`src/rtl/seven_seg_pkg.sv`:
```
// Shared constants and types for the 4-digit multiplexed 7-segment scanner.
package seven_seg_pkg;

   // Segment glyphs, bit order {g,f,e,d,c,b,a}, active-low.
   localparam logic [6:0] GLYPH_0   = 7'b1000000;
   localparam logic [6:0] GLYPH_1   = 7'b1111001;
   localparam logic [6:0] GLYPH_2   = 7'b0100100;
   localparam logic [6:0] GLYPH_3   = 7'b0110000;
   localparam logic [6:0] GLYPH_4   = 7'b0011001;
   localparam logic [6:0] GLYPH_5   = 7'b0010010;
   localparam logic [6:0] GLYPH_6   = 7'b0000010;
   localparam logic [6:0] GLYPH_7   = 7'b1111000;
   localparam logic [6:0] GLYPH_8   = 7'b0000000;
   localparam logic [6:0] GLYPH_9   = 7'b0010000;
   localparam logic [6:0] GLYPH_E   = 7'b0000110;
   localparam logic [6:0] GLYPH_OFF = 7'b1111111;

   // All anodes released (display dark).
   localparam logic [3:0] AN_OFF = 4'b1111;

   // Digit indices: digit 1 (seconds units) sits in the lowest nibble and drives AN[0].
   localparam logic [1:0] DIG_1 = 2'd0;
   localparam logic [1:0] DIG_2 = 2'd1;
   localparam logic [1:0] DIG_3 = 2'd2;
   localparam logic [1:0] DIG_4 = 2'd3;

   // Per-slot phase: anti-ghosting gap first, then the digit is lit.
   typedef enum logic {
      S_BLANK = 1'b0,
      S_DRIVE = 1'b1
   } state_t;

endpackage

```
`src/rtl/seven_seg_scanner_bcd_to_seg7.sv`:
```
// Combinational BCD nibble to active-low 7-segment glyph; non-BCD values show "E".
module bcd_to_seg7
   import seven_seg_pkg::*;
(
   input  logic [3:0] i_nibble,
   output logic [6:0] o_seg
);

   // Glyph lookup; anything above 9 is flagged with the error glyph.
   always_comb begin
      o_seg = GLYPH_E;
      case (i_nibble)
         4'd0:    o_seg = GLYPH_0;
         4'd1:    o_seg = GLYPH_1;
         4'd2:    o_seg = GLYPH_2;
         4'd3:    o_seg = GLYPH_3;
         4'd4:    o_seg = GLYPH_4;
         4'd5:    o_seg = GLYPH_5;
         4'd6:    o_seg = GLYPH_6;
         4'd7:    o_seg = GLYPH_7;
         4'd8:    o_seg = GLYPH_8;
         4'd9:    o_seg = GLYPH_9;
         default: o_seg = GLYPH_E;
      endcase
   end

endmodule

```
`src/rtl/seven_seg_scanner.sv`:
```
// Time-multiplexed MM:SS display driver: frame snapshot, blank/drive slots, blink, registered pins.
module seven_seg_scanner
   import seven_seg_pkg::*;
#(
   parameter int REFRESH_DIV = 50000,
   parameter int BLANK_CYC   = 500,
   parameter int BLINK_DIV   = 12500000
) (
   input  logic        clk_in,
   input  logic        RESET,
   input  logic [15:0] Q,
   input  logic        BLINK,
   output logic [3:0]  AN,
   output logic [6:0]  SEG,
   output logic        DP
);

   localparam int SLOT_W  = (REFRESH_DIV > 2) ? $clog2(REFRESH_DIV) : 1;
   localparam int BLINK_W = (BLINK_DIV > 2) ? $clog2(BLINK_DIV) : 1;

   localparam logic [SLOT_W-1:0]  SLOT_LAST  = SLOT_W'(REFRESH_DIV - 1);
   localparam logic [SLOT_W-1:0]  BLANK_LAST = SLOT_W'(BLANK_CYC - 1);
   localparam logic [BLINK_W-1:0] BLINK_LAST = BLINK_W'(BLINK_DIV - 1);

   state_t               r_state;
   state_t               w_state_next;
   logic [SLOT_W-1:0]    r_slot_cnt;
   logic [SLOT_W-1:0]    w_slot_next;
   logic [1:0]           r_idx;
   logic [1:0]           w_idx_next;
   logic [BLINK_W-1:0]   r_blink_cnt;
   logic                 r_phase;
   logic [15:0]          r_snapshot;
   logic                 w_snap_load;

   logic [3:0]           w_nibble;
   logic [6:0]           w_seg_dec;
   logic [3:0]           w_an_drive;
   logic                 w_blanked;

   logic [3:0]           w_an_next;
   logic [6:0]           w_seg_next;
   logic                 w_dp_next;
   logic [3:0]           r_an;
   logic [6:0]           r_seg;
   logic                 r_dp;

   // The snapshot is captured in the very first cycle of digit 1's blank gap, once per frame.
   assign w_snap_load = (r_state == S_BLANK) && (r_idx == DIG_1) && (r_slot_cnt == '0);

   // Display is suppressed only in the odd blink half-period while BLINK is requested.
   assign w_blanked = BLINK & r_phase;

   // Nibble for the digit currently being scanned.
   assign w_nibble = r_snapshot[{r_idx, 2'b00} +: 4];

   bcd_to_seg7 u_dec (
      .i_nibble (w_nibble),
      .o_seg    (w_seg_dec)
   );

   // One-hot-low anode pattern: only the selected digit's anode is pulled low.
   generate
      for (genvar gi = 0; gi < 4; gi++) begin : g_an
         assign w_an_drive[gi] = ~(r_idx == 2'(gi));
      end
   endgenerate

   // Slot FSM next state: blank gap, then drive until the slot ends, then next digit.
   always_comb begin
      w_state_next = r_state;
      w_slot_next  = r_slot_cnt + SLOT_W'(1);
      w_idx_next   = r_idx;
      if (r_slot_cnt == SLOT_LAST) begin
         w_slot_next = '0;
         w_idx_next  = r_idx + 2'd1;
      end
      case (r_state)
         S_BLANK: if (r_slot_cnt == BLANK_LAST) w_state_next = S_DRIVE;
         S_DRIVE: if (r_slot_cnt == SLOT_LAST)  w_state_next = S_BLANK;
         default: w_state_next = S_BLANK;
      endcase
   end

   // Slot FSM state, slot counter and digit index.
   always_ff @(posedge clk_in or negedge RESET) begin
      if (!RESET) begin
         r_state    <= S_BLANK;
         r_slot_cnt <= '0;
         r_idx      <= DIG_1;
      end else begin
         r_state    <= w_state_next;
         r_slot_cnt <= w_slot_next;
         r_idx      <= w_idx_next;
      end
   end

   // Tear-free frame snapshot of the stopwatch count.
   always_ff @(posedge clk_in or negedge RESET) begin
      if (!RESET) begin
         r_snapshot <= '0;
      end else if (w_snap_load) begin
         r_snapshot <= Q;
      end
   end

   // Free-running blink timer; phase flips each time the counter wraps.
   always_ff @(posedge clk_in or negedge RESET) begin
      if (!RESET) begin
         r_blink_cnt <= '0;
         r_phase     <= 1'b0;
      end else if (r_blink_cnt == BLINK_LAST) begin
         r_blink_cnt <= '0;
         r_phase     <= ~r_phase;
      end else begin
         r_blink_cnt <= r_blink_cnt + BLINK_W'(1);
      end
   end

   // Pin values for the next cycle: everything dark in the gap, glyph and separator in drive.
   always_comb begin
      w_an_next  = AN_OFF;
      w_seg_next = GLYPH_OFF;
      w_dp_next  = 1'b1;
      if (r_state == S_DRIVE) begin
         w_an_next  = w_blanked ? AN_OFF : w_an_drive;
         w_seg_next = w_seg_dec;
         w_dp_next  = (r_idx != DIG_3);
      end
   end

   // Registered pins so the board sees glitch-free, single-cycle-latency outputs.
   always_ff @(posedge clk_in or negedge RESET) begin
      if (!RESET) begin
         r_an  <= AN_OFF;
         r_seg <= GLYPH_OFF;
         r_dp  <= 1'b1;
      end else begin
         r_an  <= w_an_next;
         r_seg <= w_seg_next;
         r_dp  <= w_dp_next;
      end
   end

   assign AN  = r_an;
   assign SEG = r_seg;
   assign DP  = r_dp;

endmodule

```
`config.mk`:
```
export PLATFORM = sky130hd
export DESIGN_NAME = seven_seg_scanner
export DESIGN_NICKNAME = d
export VERILOG_FILES = /design/src/rtl/seven_seg_pkg.sv /design/src/rtl/seven_seg_scanner_bcd_to_seg7.sv /design/src/rtl/seven_seg_scanner.sv
export SDC_FILE = /design/constraint.sdc
export NUM_CORES = 1
export LEC_CHECK = 0
export ABC_AREA = 1
export ABC_CLOCK_PERIOD_IN_PS = 2200
export BUFFER_PORTS_ARGS = -buffer_cell sky130_fd_sc_hd__buf_2
export CORE_ASPECT_RATIO = 0.75
export CORE_UTILIZATION = 40
export DETAILED_ROUTE_END_ITERATION = 12
export GPL_TIMING_DRIVEN = 0
export HOLD_SLACK_MARGIN = 0.02
export SLEW_MARGIN = 15
export SYNTH_ARGS = -nofsm -noshare
export SYNTH_HDL_FRONTEND = slang
export SYNTH_SLANG_ARGS = --single-unit
```
`constraint.sdc`:
```
create_clock -name clk_in -period 2.2 [get_ports clk_in]
set_clock_uncertainty 0.1 [all_clocks]
set_input_delay 0.11 -clock clk_in [delete_from_list [all_inputs] [get_ports clk_in]]
set_output_delay 0.11 -clock clk_in [all_outputs]
set_load 0.005 [all_outputs]
```
* Word level (Yosys, flattened, before mapping) *
Memories as Yosys holds them, arrays and structs flattened.
Cells that the tools add are included.
Widths: inputs -> output; s select.

word-level totals
  register bits after elaboration = 72
  memory bits (read-only) = 112
  logic and storage cells = 41
  memories = 1

cells by class
  add/subtract/negate cells = 3
  equal/unequal tests = 7
  shifts and indexed selects = 1
  mux-type cells = 9
  bitwise gates (word level) = 7
  reductions and logical operators = 4

memories
  memory            words  width  rd ports  clocked after Yosys merged registers in  wr ports  line                                 source
  (name not given)  16     7      1         0                                        0         seven_seg_scanner_bcd_to_seg7.sv:12  case (i_nibble)

operators with widths
  operator               count
  $add 24x1->24 const B  1
  $eq 24x24->1 const B   1
  $mux 24                1
  $add 16x1->16 const B  1
  $eq 16x16->1 const B   1
  $eq 16x9->1 const B    1
  $logic_not 16->1       1
  $mux 16                1
  $shiftx 16x5->4        1
  $mux 4                 2
  $mux 7                 1
  $not 1->1              6
  $eq 2x2->1 const B     2
  $mux 1                 3
  $add 2x1->2 const B    1
  $eq 2x1->1 const B     1
  $logic_and 1x1->1      2
  $logic_not 2->1        1
  $ne 2x2->1 const B     1
  $pmux 1 s2             1
  $and 1x1->1            1

* Longest topological paths before layout *
  depth in word-level cells = 4
  mapped depth = 11
  mapped depth without buffers = 10

* Cells and area by module *
From an unflattened synthesis, not the netlist that was laid out.

second synthesis, totals
  cell total of the unflattened synthesis = 490
  area total of the unflattened synthesis = 3828.7 um^2

modules (own cells, without submodules)
  module             instances  cells each  area each (um^2)  seq. area each (um^2)
  seven_seg_scanner  1          460         3661.0            1816.7
  bcd_to_seg7        1          30          167.7             0.0

* Least setup slack after synthesis *
No wires, ideal clock.

  path type = reg-to-reg
  from = reg r_idx[0]
  to = reg r_snapshot[0]
  arrival = 1583 ps
  setup slack = 401 ps
  cell stages (with the launch flop) = 10
  path buffers = 2
  clock period less this slack = 1799 ps
  path through = dfrtp_1 -> buf_2 -> inv_2 -> ha_1 -> nand2_1 -> nor3_4 -> nand2_4 -> buf_6 -> nand2_1 -> nand2_1

on the way
  cells in the longest elaborated chain, start to end = 3

RTL lines
  item                             line                      source
  start, declared                  seven_seg_scanner.sv:29   logic [1:0] r_idx;
  start signal, assigned           seven_seg_scanner.sv:94   r_idx <= w_idx_next;
  $logic_not 2->1                  seven_seg_scanner.sv:49   assign w_snap_load = (r_state == S_BLANK) && (r_idx == DIG_1) && (r_slot_cnt == '0);
  $logic_and 1x1->1 (2 in series)  seven_seg_scanner.sv:49
  end signal, assigned             seven_seg_scanner.sv:101  r_snapshot <= '0;
  end signal, assigned             seven_seg_scanner.sv:103  r_snapshot <= Q;
  end, declared                    seven_seg_scanner.sv:33   logic [15:0] r_snapshot;

Every way passes these cells.
A chain may end at the register's enable or synchronous reset.

* Worst setup path in the final report *
  from = reg r_idx[0]
  to = reg r_seg[5], in the netlist SEG[5]

on the way
  cells in the longest elaborated chain, start to end = 3

RTL lines
  item                     line                      source
  $shiftx 16x5->4          seven_seg_scanner.sv:55   assign w_nibble = r_snapshot[{r_idx, 2'b00} +: 4];
  $mem_v2 16x7             n/a
  $mux 7                   seven_seg_scanner.sv:125  if (r_state == S_DRIVE) begin
  named net w_seg_next[5]  seven_seg_scanner.sv:42   logic [6:0] w_seg_next;
  end signal, assigned     seven_seg_scanner.sv:140  r_seg <= w_seg_next;
  end, declared            seven_seg_scanner.sv:45   logic [6:0] r_seg;

The timed path passes the listed nets, and every way through them passes these cells.

==> metrics.txt <==
PD cells=621 nW/um^2; Post-Syn Nets=533; Crit Reg-Reg Endpoint=SEG[5]; Initial Util=41.8%; WS Path Type=flop to flop; Slew @ Worst Pin=0.517 ns; non-filler cells, final=696; ANT cells=0; fraction of registers with async set/reset=100%; Main synth FF type=dfrtp_1; total of max-cap violations=0; leakage power figure=0.00220 uW; RSZ-0062 raised after global routing=false; first-pass detailed-route iteration total=5; Data arrival, critical path=2.17 ns; post-DR vias/cell=4.77; Critical R2R Launch=r_idx[0]; area of the core=9200 sq um; global-route wire length before repair=15000 um; Req. time, crit path=2.35 ns; Synth Instances=502; syn_area_per_cell=7.66 sq um; Synth Register Bits=72; placed cells=661; Num CTS Buffers=9; Critical Path Sink Type=flop; area delta synth->final=21.4%; I/O Buffers=30; worst setup path start=r_idx[0]; Final period util=91.9%; Place WS=0.0232 ns; multi-input logic area=1780 sq um; gr ovfl total=0; latest clock arrival within the worst-skew pair=0.34 ns; mapped cell area=3850 sq um; Netlist cell types=29; Clock transition at path regs=0.06 ns; share of layout cells above drive strength 1=13.7%; FILL cells=899; clk sinks=72; Post-layout nets=594; largest net degree at the start of global routing=47; num rows=30; CTS tree=done; Peak Freq=495 MHz; initial antenna violation count=0; vias in the first global route=3206; TNS Setup=0 ns; drt initial violations=174; CTS H-tree depth=3; Die Area=10000 sq um; GRT Util Overall=19.6%; FF+latch area=1820 sq um; dpl hpwl=6140 um; count of final hold-check violations=0; average wire per standard cell=12.5 um; worst setup margin=0.178 ns; Post-synth EDFFs=0; worst-case clock buffer depth=2; # DRC=0; Worst setup SP type=flop; die height=86.9 um; Final Critical Period=2.02 ns; R2R cell count=10; placed standard-cell area=4190 sq um; vias=3317; critical path peak fanout=10; root buf cell=clkbuf_16; max-slew violations=0; reg2reg setup slack=0.18 ns; relative slew slack=65.4%; ANT nets after route=0; Hold WC Path Type=input port to async pin; num ports=31; cell area after layout=4670 sq um; Synth warnings=0; Max IR drop VDD=0.436 mV; Die X=115 um; post-synthesis sequential area ratio=47.2%; final wirelength=8700 um; status=completed; GP Congestion=0.890; final setup fails=0
-- where the power goes --
| group | switching (uW) | internal (uW) | leakage, uW | total [uW] |
|---|---|---|---|---|
| Combinational | 64.3 | 54.1 | 0.00117 | 118 |
| Clock | 557 | 876 | 0.000132 | 1430 |
| Sequential | 7.94 | 1340 | 0.000899 | 1350 |
| Total | 629 | 2270 | 0.00220 | 2900 |
-- synthesized netlist by cell type, types with 2 or more instances --
| cell type | number | area share [%] |
|---|---|---|
| a21oi_1 | 7 | 0.91 |
| buf_4 | 2 | 0.39 |
| buf_6 | 2 | 0.59 |
| dfrtp_1 | 60 | 39 |
| dfstp_2 | 12 | 8.2 |
| ha_1 | 12 | 3.9 |
| inv_1 | 50 | 4.9 |
| inv_2 | 5 | 0.49 |
| nand2_1 | 154 | 15 |
| nand3_1 | 58 | 7.5 |
| nand4_1 | 8 | 1.3 |
| nor2_1 | 83 | 8.1 |
| nor2_2 | 3 | 0.49 |
| nor3_1 | 6 | 0.78 |
| nor3_4 | 2 | 0.85 |
| o21ai_0 | 4 | 0.52 |
| o21ai_1 | 4 | 0.52 |
| xnor2_1 | 5 | 1.1 |
| xor2_1 | 15 | 3.4 |
-- metrics by stage --
stage	hold WS (ns)	utilization [%]	total power [uW]
floorplan	-0.286	-	1400
global placement	0.241	45.2	1450
detailed placement	-0.0433	45.5	1470
CTS	0.151	50.7	2930
global route	0.175	50.8	3010
finish	0.132	50.8	2900
-- cell type report --
| class | count | area share [%] |
|---|---|---|
| sequential | 72 | 38.9 |
| multi-input combinational | 369 | 38.2 |
| timing repair buffer | 50 | 7.88 |
| clock buffer | 11 | 4.98 |
| inverter | 55 | 4.42 |
| tap | 128 | 3.43 |
| clock inverter | 5 | 1.23 |
| buffer | 6 | 0.991 |
-- timing repair --
item,CTS,global route
setup buffers,0,1
endpoints found under the setup margin,0,12
resized for setup,0,2
hold buffers,18,0
endpoints found under the hold margin,92,0
-- placed cells by master (no fill, tap or decap), types with 7 or more instances in the layout --
master	instances
nand2_1	152
nor2_1	83
dfrtp_1	60
nand3_1	58
inv_1	50
buf_2	30
dlygate4sd3_1	18
xor2_1	15
dfstp_2	12
ha_1	12
clkbuf_16	9
nand4_1	8
a21oi_1	7
-- routing by layer --
layer | track usage [%] | vias to the layer above | part of all wire [%]
met4 | 3.54 | 0 | 0.83
met3 | 6.05 | 9 | 4.4
met1 | 27.8 | 1547 | 51
li1 | - | 1695 | -
met5 | 0 | - | 0
met2 | 29.7 | 66 | 43
-- logic make-up (layout without fill, tap and decap cells) --
| kind of cell | count (synthesis) | after routing | share of synthesized area (%) |
|---|---|---|---|
| flip-flops | 72 | 72 | 47.2 |
| buffers and inverters | 61 | 127 | 6.57 |
| AO/OA/AOI/OAI | 16 | 16 | 2.15 |
| XOR/XNOR | 20 | 20 | 4.55 |
| adder cells (fa/ha/maj) | 12 | 12 | 3.90 |
| AND/OR/NAND/NOR | 321 | 321 | 35.6 |
-- critical path, stage by stage, from the launching register on --
cell     delay (ns)
dfrtp_1        0.39
buf_2          0.26
inv_2          0.15
nand2_1        0.08
nand3_1        0.08
nand2_2        0.17
inv_1          0.11
ha_1           0.21
or2_1          0.24
nand3_1        0.07
nand2_1        0.06
-- how the worst max path moves through the flow --
stage                         end  slack, ns
detailed placement  r_snapshot[7]       0.02
global route               SEG[5]       0.03
global placement    r_snapshot[4]       0.08
CTS                 r_snapshot[7]      0.009
floorplan           r_snapshot[0]       0.40
finish                     SEG[5]       0.18
-- sequential cells by signal (all words and copies together) (netlist names) --
signal	flops
r_blink_cnt	24
r_idx	2
DP	1
r_state	1
r_phase	1
SEG	7
r_slot_cnt	16
AN	4
r_snapshot	16
No activity file was read; power rests on OpenSTA's default activity.
